## src/rtl/pipe_ctrl.sv

```systemverilog
// pipe_ctrl: central pipeline sequencer for the 5-stage core.
// Merges ex redirects, ex multi-cycle holds and fetch-bus stalls into one
// hold level, a multi-cycle wrong-path flush and the PC redirect, and keeps
// a saturating lost-cycle counter plus a sticky ex-hold timeout flag.
module pipe_ctrl #(
    parameter int unsigned FLUSH_CYCLES = 2,
    parameter int unsigned MAX_HOLD     = 64
) (
    input  logic        i_Clk,
    input  logic        i_reset,
    input  logic        i_jump_flag,
    input  logic [31:0] i_jump_addr,
    input  logic        i_ex_hold_req,
    input  logic        i_bus_stall,
    input  logic        i_cnt_clr,
    output logic [2:0]  o_hold_flag,
    output logic        o_flush,
    output logic        o_jump_flag,
    output logic [31:0] o_jump_addr,
    output logic [31:0] o_stall_cycles,
    output logic        o_hold_timeout
);

    typedef enum logic [1:0] {
        RUN    = 2'd0,
        FLUSH  = 2'd1,
        EXHOLD = 2'd2
    } state_t;

    localparam logic [3:0]  FLUSH_RELOAD = 4'(FLUSH_CYCLES - 1);
    localparam logic [15:0] MAX_HOLD_W   = 16'(MAX_HOLD);

    state_t      state_q, state_d;
    logic [3:0]  flush_cnt_q, flush_cnt_d;
    logic [15:0] hold_cnt_q, hold_cnt_d;
    logic [31:0] stall_q, stall_d;
    logic        timeout_q, timeout_d;
    logic [31:0] jaddr_q, jaddr_d;
    logic        flush_active;
    logic        ex_hold;

    // Output decode and next-state: jump > flush > ex hold > bus stall.
    always_comb begin
        state_d     = state_q;
        flush_cnt_d = flush_cnt_q;
        hold_cnt_d  = hold_cnt_q;
        jaddr_d     = jaddr_q;

        flush_active = i_jump_flag || (state_q == FLUSH);
        // A squashed (or being-squashed) instruction cannot be busy.
        ex_hold      = i_ex_hold_req && !flush_active;

        o_jump_flag = i_jump_flag;
        o_jump_addr = i_jump_flag ? i_jump_addr : jaddr_q;
        o_flush     = flush_active;
        if (ex_hold) begin
            o_hold_flag = 3'd3;
        end else if (i_bus_stall) begin
            o_hold_flag = 3'd2;
        end else begin
            o_hold_flag = 3'd0;
        end

        if (i_jump_flag) begin
            jaddr_d    = i_jump_addr;
            hold_cnt_d = '0;
            if (FLUSH_CYCLES <= 1) begin
                state_d     = RUN;
                flush_cnt_d = '0;
            end else begin
                state_d     = FLUSH;
                flush_cnt_d = FLUSH_RELOAD;
            end
        end else if (state_q == FLUSH) begin
            hold_cnt_d = '0;
            if (flush_cnt_q <= 4'd1) begin
                state_d     = RUN;
                flush_cnt_d = '0;
            end else begin
                flush_cnt_d = flush_cnt_q - 4'd1;
            end
        end else if (i_ex_hold_req) begin
            state_d = EXHOLD;
            if (hold_cnt_q != MAX_HOLD_W) begin
                hold_cnt_d = hold_cnt_q + 16'd1;
            end
        end else begin
            state_d    = RUN;
            hold_cnt_d = '0;
        end

        // Timeout latches on the same edge the hold count reaches MAX_HOLD.
        if (i_cnt_clr) begin
            timeout_d = 1'b0;
        end else begin
            timeout_d = timeout_q || (ex_hold && (hold_cnt_d == MAX_HOLD_W));
        end

        if (i_cnt_clr) begin
            stall_d = '0;
        end else if (((o_hold_flag != 3'd0) || flush_active) && (stall_q != '1)) begin
            stall_d = stall_q + 32'd1;
        end else begin
            stall_d = stall_q;
        end
    end

    // State and counter registers with synchronous reset.
    always_ff @(posedge i_Clk) begin
        if (i_reset) begin
            state_q     <= RUN;
            flush_cnt_q <= '0;
            hold_cnt_q  <= '0;
            stall_q     <= '0;
            timeout_q   <= 1'b0;
            jaddr_q     <= '0;
        end else begin
            state_q     <= state_d;
            flush_cnt_q <= flush_cnt_d;
            hold_cnt_q  <= hold_cnt_d;
            stall_q     <= stall_d;
            timeout_q   <= timeout_d;
            jaddr_q     <= jaddr_d;
        end
    end

    assign o_stall_cycles = stall_q;
    assign o_hold_timeout = timeout_q;

endmodule
```

## config.mk

```make
export PLATFORM = sky130hd
export DESIGN_NAME = pipe_ctrl
export DESIGN_NICKNAME = d
export VERILOG_FILES = /design/src/rtl/pipe_ctrl.sv
export SDC_FILE = /design/constraint.sdc
export NUM_CORES = 1
export LEC_CHECK = 0
export ABC_AREA = 1
export CORE_MARGIN = 1
export CORE_UTILIZATION = 45
export DETAILED_ROUTE_END_ITERATION = 7
export GPL_TIMING_DRIVEN = 0
export PLACE_DENSITY_LB_ADDON = 0.05
export REMOVE_ABC_BUFFERS = 1
export SYNTH_ARGS = -nofsm -noshare
export SYNTH_HDL_FRONTEND = slang
export SYNTH_SLANG_ARGS = --single-unit
```

## constraint.sdc

```tcl
create_clock -name i_Clk -period 2.19 [get_ports i_Clk]
set_clock_uncertainty 0.15 [all_clocks]
set_input_delay 0.657 -clock i_Clk [delete_from_list [all_inputs] [get_ports i_Clk]]
set_output_delay 0.657 -clock i_Clk [all_outputs]
set_load 0.01 [all_outputs]
```

### Word-level counts from Yosys, hierarchy flattened

Index checks and enable logic that the tools add are counted.

| storage, ports and cells | value |
|---|---|
| word-level logic and storage cells | 43 |
| output and inout port bits | 70 |
| bits in registers | 87 |

| cells by class | value |
|---|---|
| $add $sub $neg | 3 |
| equal/unequal tests | 6 |
| $lt $le $gt $ge | 1 |
| reduce and logical (&&, ||, !) cells | 11 |
| mux-type cells | 14 |

Operators with widths:

| operator | count |
|---|---|
| 16-bit two-way mux | 4 |
| 32-bit by 1-bit adder with 32-bit output, second input constant | 1 |
| 32-bit two-way mux | 1 |
| 32-bit inequality test, second input constant | 1 |
| 16-bit by 1-bit adder with 16-bit output, second input constant | 1 |
| 16-bit by 7-bit == test with 1-bit output, second input constant | 1 |
| 16-bit by 7-bit inequality test with 1-bit output, second input constant | 1 |
| 2-bit two-way mux | 5 |
| 4-bit by 1-bit less-or-equal comparator with 1-bit output, second input constant | 1 |
| 4-bit two-way mux | 1 |
| 2-bit OR reduction | 2 |
| 4-bit by 1-bit subtractor with 4-bit output, second input constant | 1 |
| 1-bit logical AND | 3 |
| 1-bit logical OR | 3 |
| 1-bit two-way mux | 3 |
| 3-bit by 2-bit inequality test with 1-bit output, second input constant | 1 |
| 3-bit nonzero test | 1 |
| 2-bit by 1-bit == test with 1-bit output, second input constant | 1 |
| 2-bit by 1-bit inequality test with 1-bit output, second input constant | 1 |
| 2-bit nonzero test | 1 |
| 1-bit logical NOT | 1 |

### Logic depth before layout (Yosys ltp)

Gate-level depths: netlist of run 1.

| logic depth | value |
|---|---|
| depth in word-level cells | 8 |
| depth in mapped cells | 16 |
| depth with buffers taken out | 16 |

### Worst setup path after synthesis of run 1

No wires, ideal clock.

| timing path | value |
|---|---|
| path type | input -> output |
| from | input port i_jump_flag |
| to | output port o_hold_flag[0] |
| stages on the path | 6 |
| arrival | 1.441 ns |
| buffers on the path | 3 |
| data required time | 1.383 ns |
| slack | -0.058 ns |
| cell sequence | buf_2 > nor2_4 > nand2_2 > inv_1 > buf_2 > buf_4 |

| on the way | value |
|---|---|
| cells in the longest elaborated chain, start to end | 4 |

RTL lines:

| element | RTL line | RTL |
|---|---|---|
| start: declaration | 11 | `input logic i_jump_flag,` |
| 1-bit logical OR | 49 | `flush_active = i_jump_flag \|\| (state_q == FLUSH);` |
| 1-bit logical NOT | 51 | `ex_hold = i_ex_hold_req && !flush_active;` |
| 1-bit logical AND | 51 |  |
| named net ex_hold | 40 | `logic ex_hold;` |
| 2-bit two-way mux | 56 | `if (ex_hold) begin` |
| end: declaration | 16 | `output logic [2:0] o_hold_flag,` |

The timed path passes the listed nets, and every way through them passes these cells.

### Final worst setup path of run 1

| timing path | value |
|---|---|
| from | input port i_jump_addr[0] |
| to | output port o_jump_addr[0] |

| on the way | value |
|---|---|
| cells in the longest elaborated chain, start to end | 1 |

RTL lines:

| element | RTL line | RTL |
|---|---|---|
| start: declaration | 12 | `input logic [31:0] i_jump_addr,` |
| 32-bit two-way mux | - |  |
| end: declaration | 19 | `output logic [31:0] o_jump_addr,` |

Every way passes these cells.

==> insert_results.sql, run 1 <==
INSERT INTO impl_metrics (metric_group, metric, value, unit) VALUES
('die', 'die_h', '99.8', 'µm'),
('synthesis', 'synth_cell_types', '34', ''),
('synthesis', 'synthMostInstantiatedCell', 'sky130_fd_sc_hd__nand2_1', ''),
('setup_path', 'crit_top_cell', 'sky130_fd_sc_hd__nand2_1', ''),
('die', 'die-area', '9950', 'µm²'),
('hold_path', 'min_path_type', 'reg -> reg', ''),
('clock_network', 'clock_sink_count', '87', ''),
('die', 'floorplan.die.width', '99.8', 'µm'),
('setup_path', 'critPathMaxStageDelay', '0.46', 'ns'),
('synthesis', 'post_synth_main_area_contributors', 'sky130_fd_sc_hd__dfxtp_1 41%, sky130_fd_sc_hd__nand2_1 17%, sky130_fd_sc_hd__nor2_1 8.0%', ''),
('die', 'fp-row-count', '35', ''),
('power_and_ir_drop', 'vdd.ir_drop.worst', '0.307', 'mV'),
('cells_and_area', 'final_layout_size_suffix_gt1_frac', '0.169', ''),
('setup_path', 'critPathCaptureType', 'primary output', ''),
('die', 'ios', '108', ''),
('run', 'drv.max_cap_violation_count', '0', ''),
('die', 'floorplan.initialDensity', '0.465', ''),
('sta', 'worst-slew-pin-transition', '0.570', 'ns'),
('place', 'gpl.final_weighted_congestion', '0.864', ''),
('sta', 'fin_crit', '2.18', 'ns'),
('global_routing', 'grt_overflow_total', '0', ''),
('route', 'antenna_violating_nets_post_route', '0', ''),
('sta', 'timing.final.hold_violations', '0', ''),
('cells_and_area', 'synthToLayoutAreaGrowth', '36.4', '%'),
('route', 'detail_route.first_pass.iterations', '5', ''),
('clock_network', 'clock_path_buffers', '2', ''),
('cells_and_area', 'sequential_cell_area', '1760', 'µm²'),
('route', 'num_vias', '4362', ''),
('global_routing', 'first_pass_grt_wire_length', '18000', 'µm'),
('setup_path', 'crit_type', 'in -> out', ''),
('synthesis', 'synth.yosys.warnings', '0', ''),
('sta', 'fin_crit_sh', '0.996', ''),
('cells_and_area', 'footprint_of_the_multi_input_gates', '2290', 'µm²'),
('synthesis', 'synthesis.area_per_instance', '6.60', 'µm²'),
('clock_network', 'cts_made_buffers', '9', ''),
('power_and_ir_drop', 'internal_power', '0.00248', 'W'),
('sta', 'slew_margin_rel', '0.620', ''),
('clock_network', 'clk_pin_slew_worst_paths', '0.09', 'ns'),
('clock_network', 'clk_latency', '0.36', 'ns'),
('clock_network', 'clock_tree_from_tritoncts', 'yes', ''),
('power_and_ir_drop', 'clkPwrFrac', '0.380', ''),
('run_status', 'status', 'complete, no violations', ''),
('power_and_ir_drop', 'swShare', '0.244', ''),
('setup_path', 'critical_path.startpoint_type', 'primary input', ''),
('clock_network', 'root_buffer', 'sky130_fd_sc_hd__clkbuf_8', ''),
('route', 'drc', '0', ''),
('place', 'placement_stage_cell_area', '5410', 'µm²'),
('power_and_ir_drop', 'sequentialPowerShare', '0.499', ''),
('global_routing', 'grt_max_degree', '54', ''),
('synthesis', 'seq_area_frac_synth', '0.405', ''),
('clock_network', 'cts-htree-levels', '3', ''),
('setup_path', 'crit_path_cell_trace', 'clkdlybuf4s50_1 -> nand2_1 -> nand2_1 -> buf_6', ''),
('route', 'drt-vias-per-instance', '4.84', ''),
('die', 'core_region_area', '9240', 'µm²'),
('power_and_ir_drop', 'p_sw', '0.000799', 'W'),
('synthesis', 'syn_area', '4300', 'µm²'),
('sta', 'timing.final.max_slew_violations', '0', ''),
('sta', 'fmaxAchievable', '459', 'MHz'),
('place', 'hpwl_dp', '7540', 'µm'),
('setup_path', 'crit_fanout', '2', ''),
('synthesis', 'synth-seq-cells', '87', ''),
('synthesis', 'async_reset_ff_frac', '0', ''),
('route', 'route.detailed.wl_per_inst', '12.4', 'µm'),
('cells_and_area', 'share_of_the_core_filled_with_cells', '0.635', ''),
('power_and_ir_drop', 'combinationalPowerShare', '0.122', ''),
('sta', 'final.hold.worst_slack', '0.313', 'ns'),
('route', 'first_iter_violations', '178', ''),
('cells_and_area', 'antenna-diode-count', '0', ''),
('global_routing', 'antenna_found_initial', '0', ''),
('cells_and_area', 'fillCellCount', '869', ''),
('power_and_ir_drop', 'power_leakage', '2.58', 'nW');
## critical path, delay by kind of cell
| family | cells | cell delay [ns] |
|---|---|---|
| simple gates | 2 | 0.15 |
| buf+inv | 2 | 0.56 |
## routing by layer
layer / wire (µm) / vias to the layer above / track usage
li1: - / 2303 / -
met1: 5600 / 1949 / 0.315
met2: 4910 / 99 / 0.351
met3: 521 / 11 / 0.0422
met4: 127 / 0 / 0.0713
met5: 0 / - / 0
## path summary, 6_finish.rpt
check / from / endpoint / slack, ns / cells past startpoint
worst max-delay path: i_jump_addr[0] / o_jump_addr[0] / 0.009 / 4
worst min-delay path: o_stall_cycles[0]$_SDFFE_PP0P_ / o_stall_cycles[0]$_SDFFE_PP0P_ / 0.31 / 1
worst max register to register: o_stall_cycles[1]$_SDFFE_PP0P_ / o_stall_cycles[24]$_SDFFE_PP0P_ / 0.19 / 10
worst min register to register: o_stall_cycles[0]$_SDFFE_PP0P_ / o_stall_cycles[0]$_SDFFE_PP0P_ / 0.31 / 1
## flip-flops by register name, summed over array words and instances (netlist names)
name / count
o_hold_timeout: 1
state_q: 2
hold_cnt_q: 16
o_stall_cycles: 32
flush_cnt_q: 4
jaddr_q: 32
## kinds of logic (layout without fill, tap and decap cells)
group	Yosys count	count (layout)	share of synthesized area
flops	87	87	0.405
xor+xnor	9	9	0.0183
simple gates	380	380	0.379
buf+inv	82	203	0.0777
fa+ha+maj	5	5	0.0145
other cells	1	1	0.000872
compound gates	88	88	0.104
## layout by cell type (no fill, tap or decap), types with 2 or more instances in the layout
cell,synthesis,final
sky130_fd_sc_hd__nand2_1,199,187
sky130_fd_sc_hd__nor2_1,92,90
sky130_fd_sc_hd__dfxtp_1,87,75
sky130_fd_sc_hd__a21oi_1,58,58
sky130_fd_sc_hd__inv_1,56,52
sky130_fd_sc_hd__clkdlybuf4s50_1,0,43
sky130_fd_sc_hd__nand3_1,34,34
sky130_fd_sc_hd__buf_2,3,26
sky130_fd_sc_hd__o21ai_0,23,23
sky130_fd_sc_hd__dlymetal6s2s_1,0,22
sky130_fd_sc_hd__nor3_1,21,20
sky130_fd_sc_hd__buf_4,4,20
sky130_fd_sc_hd__nand2_2,8,18
sky130_fd_sc_hd__dfxtp_2,0,12
sky130_fd_sc_hd__clkbuf_8,0,10
sky130_fd_sc_hd__buf_6,1,9
sky130_fd_sc_hd__nand4_1,8,8
sky130_fd_sc_hd__xor2_1,7,7
sky130_fd_sc_hd__nor2_2,5,5
sky130_fd_sc_hd__ha_1,5,5
sky130_fd_sc_hd__dlygate4sd2_1,0,5
sky130_fd_sc_hd__nor2_4,2,4
sky130_fd_sc_hd__clkinvlp_4,0,4
sky130_fd_sc_hd__inv_2,3,3
sky130_fd_sc_hd__nand3_2,3,3
sky130_fd_sc_hd__o21ai_1,3,3
sky130_fd_sc_hd__clkinv_2,0,3
sky130_fd_sc_hd__nand2_4,0,2
sky130_fd_sc_hd__o21bai_1,2,2
sky130_fd_sc_hd__nor3_4,1,2
sky130_fd_sc_hd__xnor2_1,2,2
sky130_fd_sc_hd__nor3b_2,2,2
sky130_fd_sc_hd__bufinv_16,0,2
## through the flow
| stage | setup WS, ns | TNS [ns] | total power [W] |
|---|---|---|---|
| final | 0.00930 | 0 | 0.00327 |
| after global routing | -0.0242 | -0.0663 | 0.00341 |
| after CTS | 0.00121 | 0 | 0.00328 |
| after detailed placement | -2.48 | -201.15 | 0.00205 |
| after global placement | -2.62 | -230.16 | 0.00205 |
| after floorplan | -0.00107 | -0.0343 | 0.00182 |
## power groups by stage
| stage | sequential (W) | combinational, W | clock [W] |
|---|---|---|---|
| 2_1_floorplan | 0.00167 | 0.000156 | 0 |
| 3_3_place_gp | 0.00167 | 0.000378 | 0 |
| 5_1_grt | 0.00164 | 0.000436 | 0.00134 |
| 4_1_cts | 0.00163 | 0.000367 | 0.00128 |
| 3_5_place_dp | 0.00167 | 0.000382 | 0 |
| 6_report | 0.00163 | 0.000398 | 0.00124 |
## repair_timing
| action | CTS | global route |
|---|---|---|
| buffers inserted | 8 | 12 |
| cloned | 2 | 0 |
| endpoints found under the setup margin | 127 | 69 |
| pin swaps | 11 | 39 |
| resized for setup | 163 | 59 |
| hold endpoints to repair | 0 | 0 |
## layout make-up
| class | count | area share |
|---|---|---|
| clock buffers | 10 | 0.0235 |
| clock inverters | 6 | 0.0143 |
| inverters | 59 | 0.0405 |
| multi-input cells | 483 | 0.390 |
| flip-flops and latches | 87 | 0.299 |
| well taps | 129 | 0.0275 |
| repair buffers | 127 | 0.203 |
| repair inverters | 1 | 0.00128 |
Note: power is estimated with default switching activity, not from simulation.
==> inputs of run 2 (changes only) <==
Settings changed: CORE_UTILIZATION 45 to 40.
==> run 2 against run 1 <==
  * Clock-buffer cell count increased by 1
  * Combinational power about the same
  * Sequential share of layout area decreased by 0.13 points
  * Final area increased by 0.85%
  * Via count increased by 1.2%
  * Utilization decreased by 6.4 points
  * Non-clock buffer count increased by 3
  * Maximum frequency about the same
  * Critical path depth unchanged
  * Register-to-register slack got worse by 0.06 ns
  * Worst hold slack improved by 0.0033 ns
  * Largest power group unchanged
==> insert_results.sql, run 2 (synthesis gave the netlist of run 1 again) <==
INSERT INTO impl_metrics (metric_group, metric, value, unit) VALUES
('global_routing', 'first_pass_grt_wire_length', '18500', 'µm'),
('hold_path', 'min_path_type', 'reg -> reg', ''),
('cells_and_area', 'finalNetCount', '814', ''),
('route', 'first_iter_violations', '201', ''),
('cells_and_area', 'mostFrequentLayoutCell', 'sky130_fd_sc_hd__nand2_1', ''),
('global_routing', 'antenna_found_initial', '0', ''),
('route', 'detail_route.first_pass.iterations', '7', ''),
('die', 'die_h', '106', 'µm'),
('global_routing', 'grt_overflow_total', '0', ''),
('run', 'drv.max_cap_violation_count', '0', ''),
('global_routing', 'grt_max_degree', '35', ''),
('power_and_ir_drop', 'power.density_cell_area', '546', 'nW/µm²'),
('sta', 'worst-slew-pin-transition', '0.525', 'ns'),
('place', 'gpl.final_weighted_congestion', '0.843', ''),
('clock_network', 'cts-htree-levels', '3', ''),
('clock_network', 'clk_latency', '0.35', 'ns'),
('route', 'drt-total-wl', '11400', 'µm'),
('global_routing', 'global_route.usage.total', '0.205', ''),
('sta', 'timing.final.max_slew_violations', '0', ''),
('cells_and_area', 'antenna-diode-count', '0', ''),
('route', 'drc', '0', ''),
('die', 'core_region_area', '10400', 'µm²'),
('sta', 'setup_repair_after_global_routing_missed_its_margin', 'true', ''),
('route', 'drt-vias-per-instance', '4.84', ''),
('place', 'port-buffer-count', '106', ''),
('cells_and_area', 'postLayoutCellArea', '5920', 'µm²'),
('die', 'die-area', '11200', 'µm²'),
('die', 'floorplan.initialDensity', '0.415', ''),
('place', 'placement_stage_cell_area', '5430', 'µm²'),
('clock_network', 'clock_tree_from_tritoncts', 'yes', ''),
('place', 'dp_slack', '-2.41', 'ns'),
('sta', 'fmaxAchievable', '458', 'MHz'),
('sta', 'slew_margin_rel', '0.649', ''),
('setup_path', 'critical_path_arrival', '1.37', 'ns'),
('cells_and_area', 'synthToLayoutAreaGrowth', '37.6', '%'),
('cells_and_area', 'final_cell_mix', '195 x sky130_fd_sc_hd__nand2_1, 89 x sky130_fd_sc_hd__nor2_1, 69 x sky130_fd_sc_hd__dfxtp_1', ''),
('die', 'fp-row-count', '37', ''),
('route', 'num_vias', '4415', ''),
('place', 'placedCellCount', '872', ''),
('sta', 'setup-violations-final', '0', ''),
('clock_network', 'clock_sink_count', '87', ''),
('sta', 'fin_crit', '2.18', 'ns'),
('place', 'hpwl_dp', '7860', 'µm'),
('route', 'route.detailed.wl_per_inst', '12.5', 'µm'),
('clock_network', 'clock_path_buffers', '2', ''),
('cells_and_area', 'layout.cells.non_filler', '912', ''),
('setup_path', 'crit_fanout', '2', ''),
('run_status', 'status', 'complete, no violations', ''),
('global_routing', 'first_global_vias', '3795', ''),
('setup_path', 'critical_path.startpoint_type', 'primary input', ''),
('clock_network', 'root_buffer', 'sky130_fd_sc_hd__clkbuf_8', ''),
('cells_and_area', 'footprint_of_the_multi_input_gates', '2290', 'µm²'),
('cells_and_area', 'final_layout_size_suffix_gt1_frac', '0.174', ''),
('route', 'antenna_violating_nets_post_route', '0', ''),
('sta', 'timing.final.hold_violations', '0', ''),
('cells_and_area', 'fillCellCount', '1003', ''),
('sta', 'fin_crit_sh', '0.996', ''),
('die', 'ios', '108', ''),
('power_and_ir_drop', 'power_leakage', '2.59', 'nW'),
('clock_network', 'clk_pin_slew_worst_paths', '0.08', 'ns'),
('power_and_ir_drop', 'vdd.ir_drop.worst', '0.301', 'mV'),
('clock_network', 'cts_made_buffers', '9', ''),
('setup_path', 'critPathCaptureType', 'primary output', ''),
('sta', 'worst_slack', '0.00848', 'ns'),
('setup_path', 'crit_type', 'in -> out', ''),
('setup_path', 'crit_required', '1.38', 'ns'),
('die', 'floorplan.die.width', '106', 'µm'),
('cells_and_area', 'sequential_cell_area', '1760', 'µm²');
-- run 2: final timing paths --
check                             startpoint                               to  slack, ns  depth (start not counted)
min reg2reg  o_stall_cycles[28]$_SDFFE_PP0P_  o_stall_cycles[28]$_SDFFE_PP0P_       0.32                          2
max reg2reg   o_stall_cycles[0]$_SDFFE_PP0P_  o_stall_cycles[20]$_SDFFE_PP0P_       0.13                         10
max                          i_jump_addr[30]                  o_jump_addr[30]      0.008                          4
min          o_stall_cycles[28]$_SDFFE_PP0P_  o_stall_cycles[28]$_SDFFE_PP0P_       0.32                          2
-- run 2: critical path, stage by stage --
cell and delay, ns:
sky130_fd_sc_hd__clkdlybuf4s50_1 0.46, sky130_fd_sc_hd__nand2_1 0.07, sky130_fd_sc_hd__nand2_1 0.08, sky130_fd_sc_hd__buf_6 0.10
-- run 2: timing repair --
| action | 4_1_cts | 5_1_grt |
|---|---|---|
| resized for setup | 168 | 56 |
| setup buffers | 9 | 13 |
| pin swaps | 5 | 48 |
| hold buffers | 0 | 0 |
| gates cloned | 2 | 0 |
| endpoints found under the setup margin | 126 | 66 |
-- run 2: final cells by class --
class,count,share of cell area
multi-input combinational,483,0.386
inverter,59,0.0391
clock inverter,5,0.0108
timing repair buffer,130,0.210
sequential,87,0.298
tap,136,0.0288
clock buffer,11,0.0256
timing repair inverter,1,0.00127
-- run 2: routing by layer --
layer | vias to the layer above | GRT usage | part of all wire | routed length [µm]
met5 | - | 0 | 0 | 0
met1 | 1990 | 0.292 | 0.49 | 5580
met3 | 6 | 0.0482 | 0.051 | 580
li1 | 2309 | - | - | -
met4 | 0 | 0.0427 | 0.0080 | 91
met2 | 110 | 0.316 | 0.45 | 5140
-- run 2: power by group --
group | switching [W] | internal, W
clock | 0.000599 | 0.000600
sequential | 0.0000137 | 0.00162
combinational | 0.000209 | 0.000191
-- run 2: stage by stage --
stage / TNS, ns / power [W] / hold WS (ns) / util
detailed placement: -195.05 / 0.00206 / 0.309 / 0.524
CTS: 0 / 0.00325 / 0.320 / 0.545
finish: 0 / 0.00323 / 0.316 / 0.571
global placement: -230.25 / 0.00205 / 0.303 / 0.523
global route: -0.0709 / 0.00338 / 0.339 / 0.571
floorplan: -0.0343 / 0.00182 / 0.292 / -
==> inputs of run 3 (changes only) <==
Settings changed: CORE_UTILIZATION 40 to 45.
==> results of run 3 <==
Same layout as run 1: the final DEF is identical, and so are final timing and power.
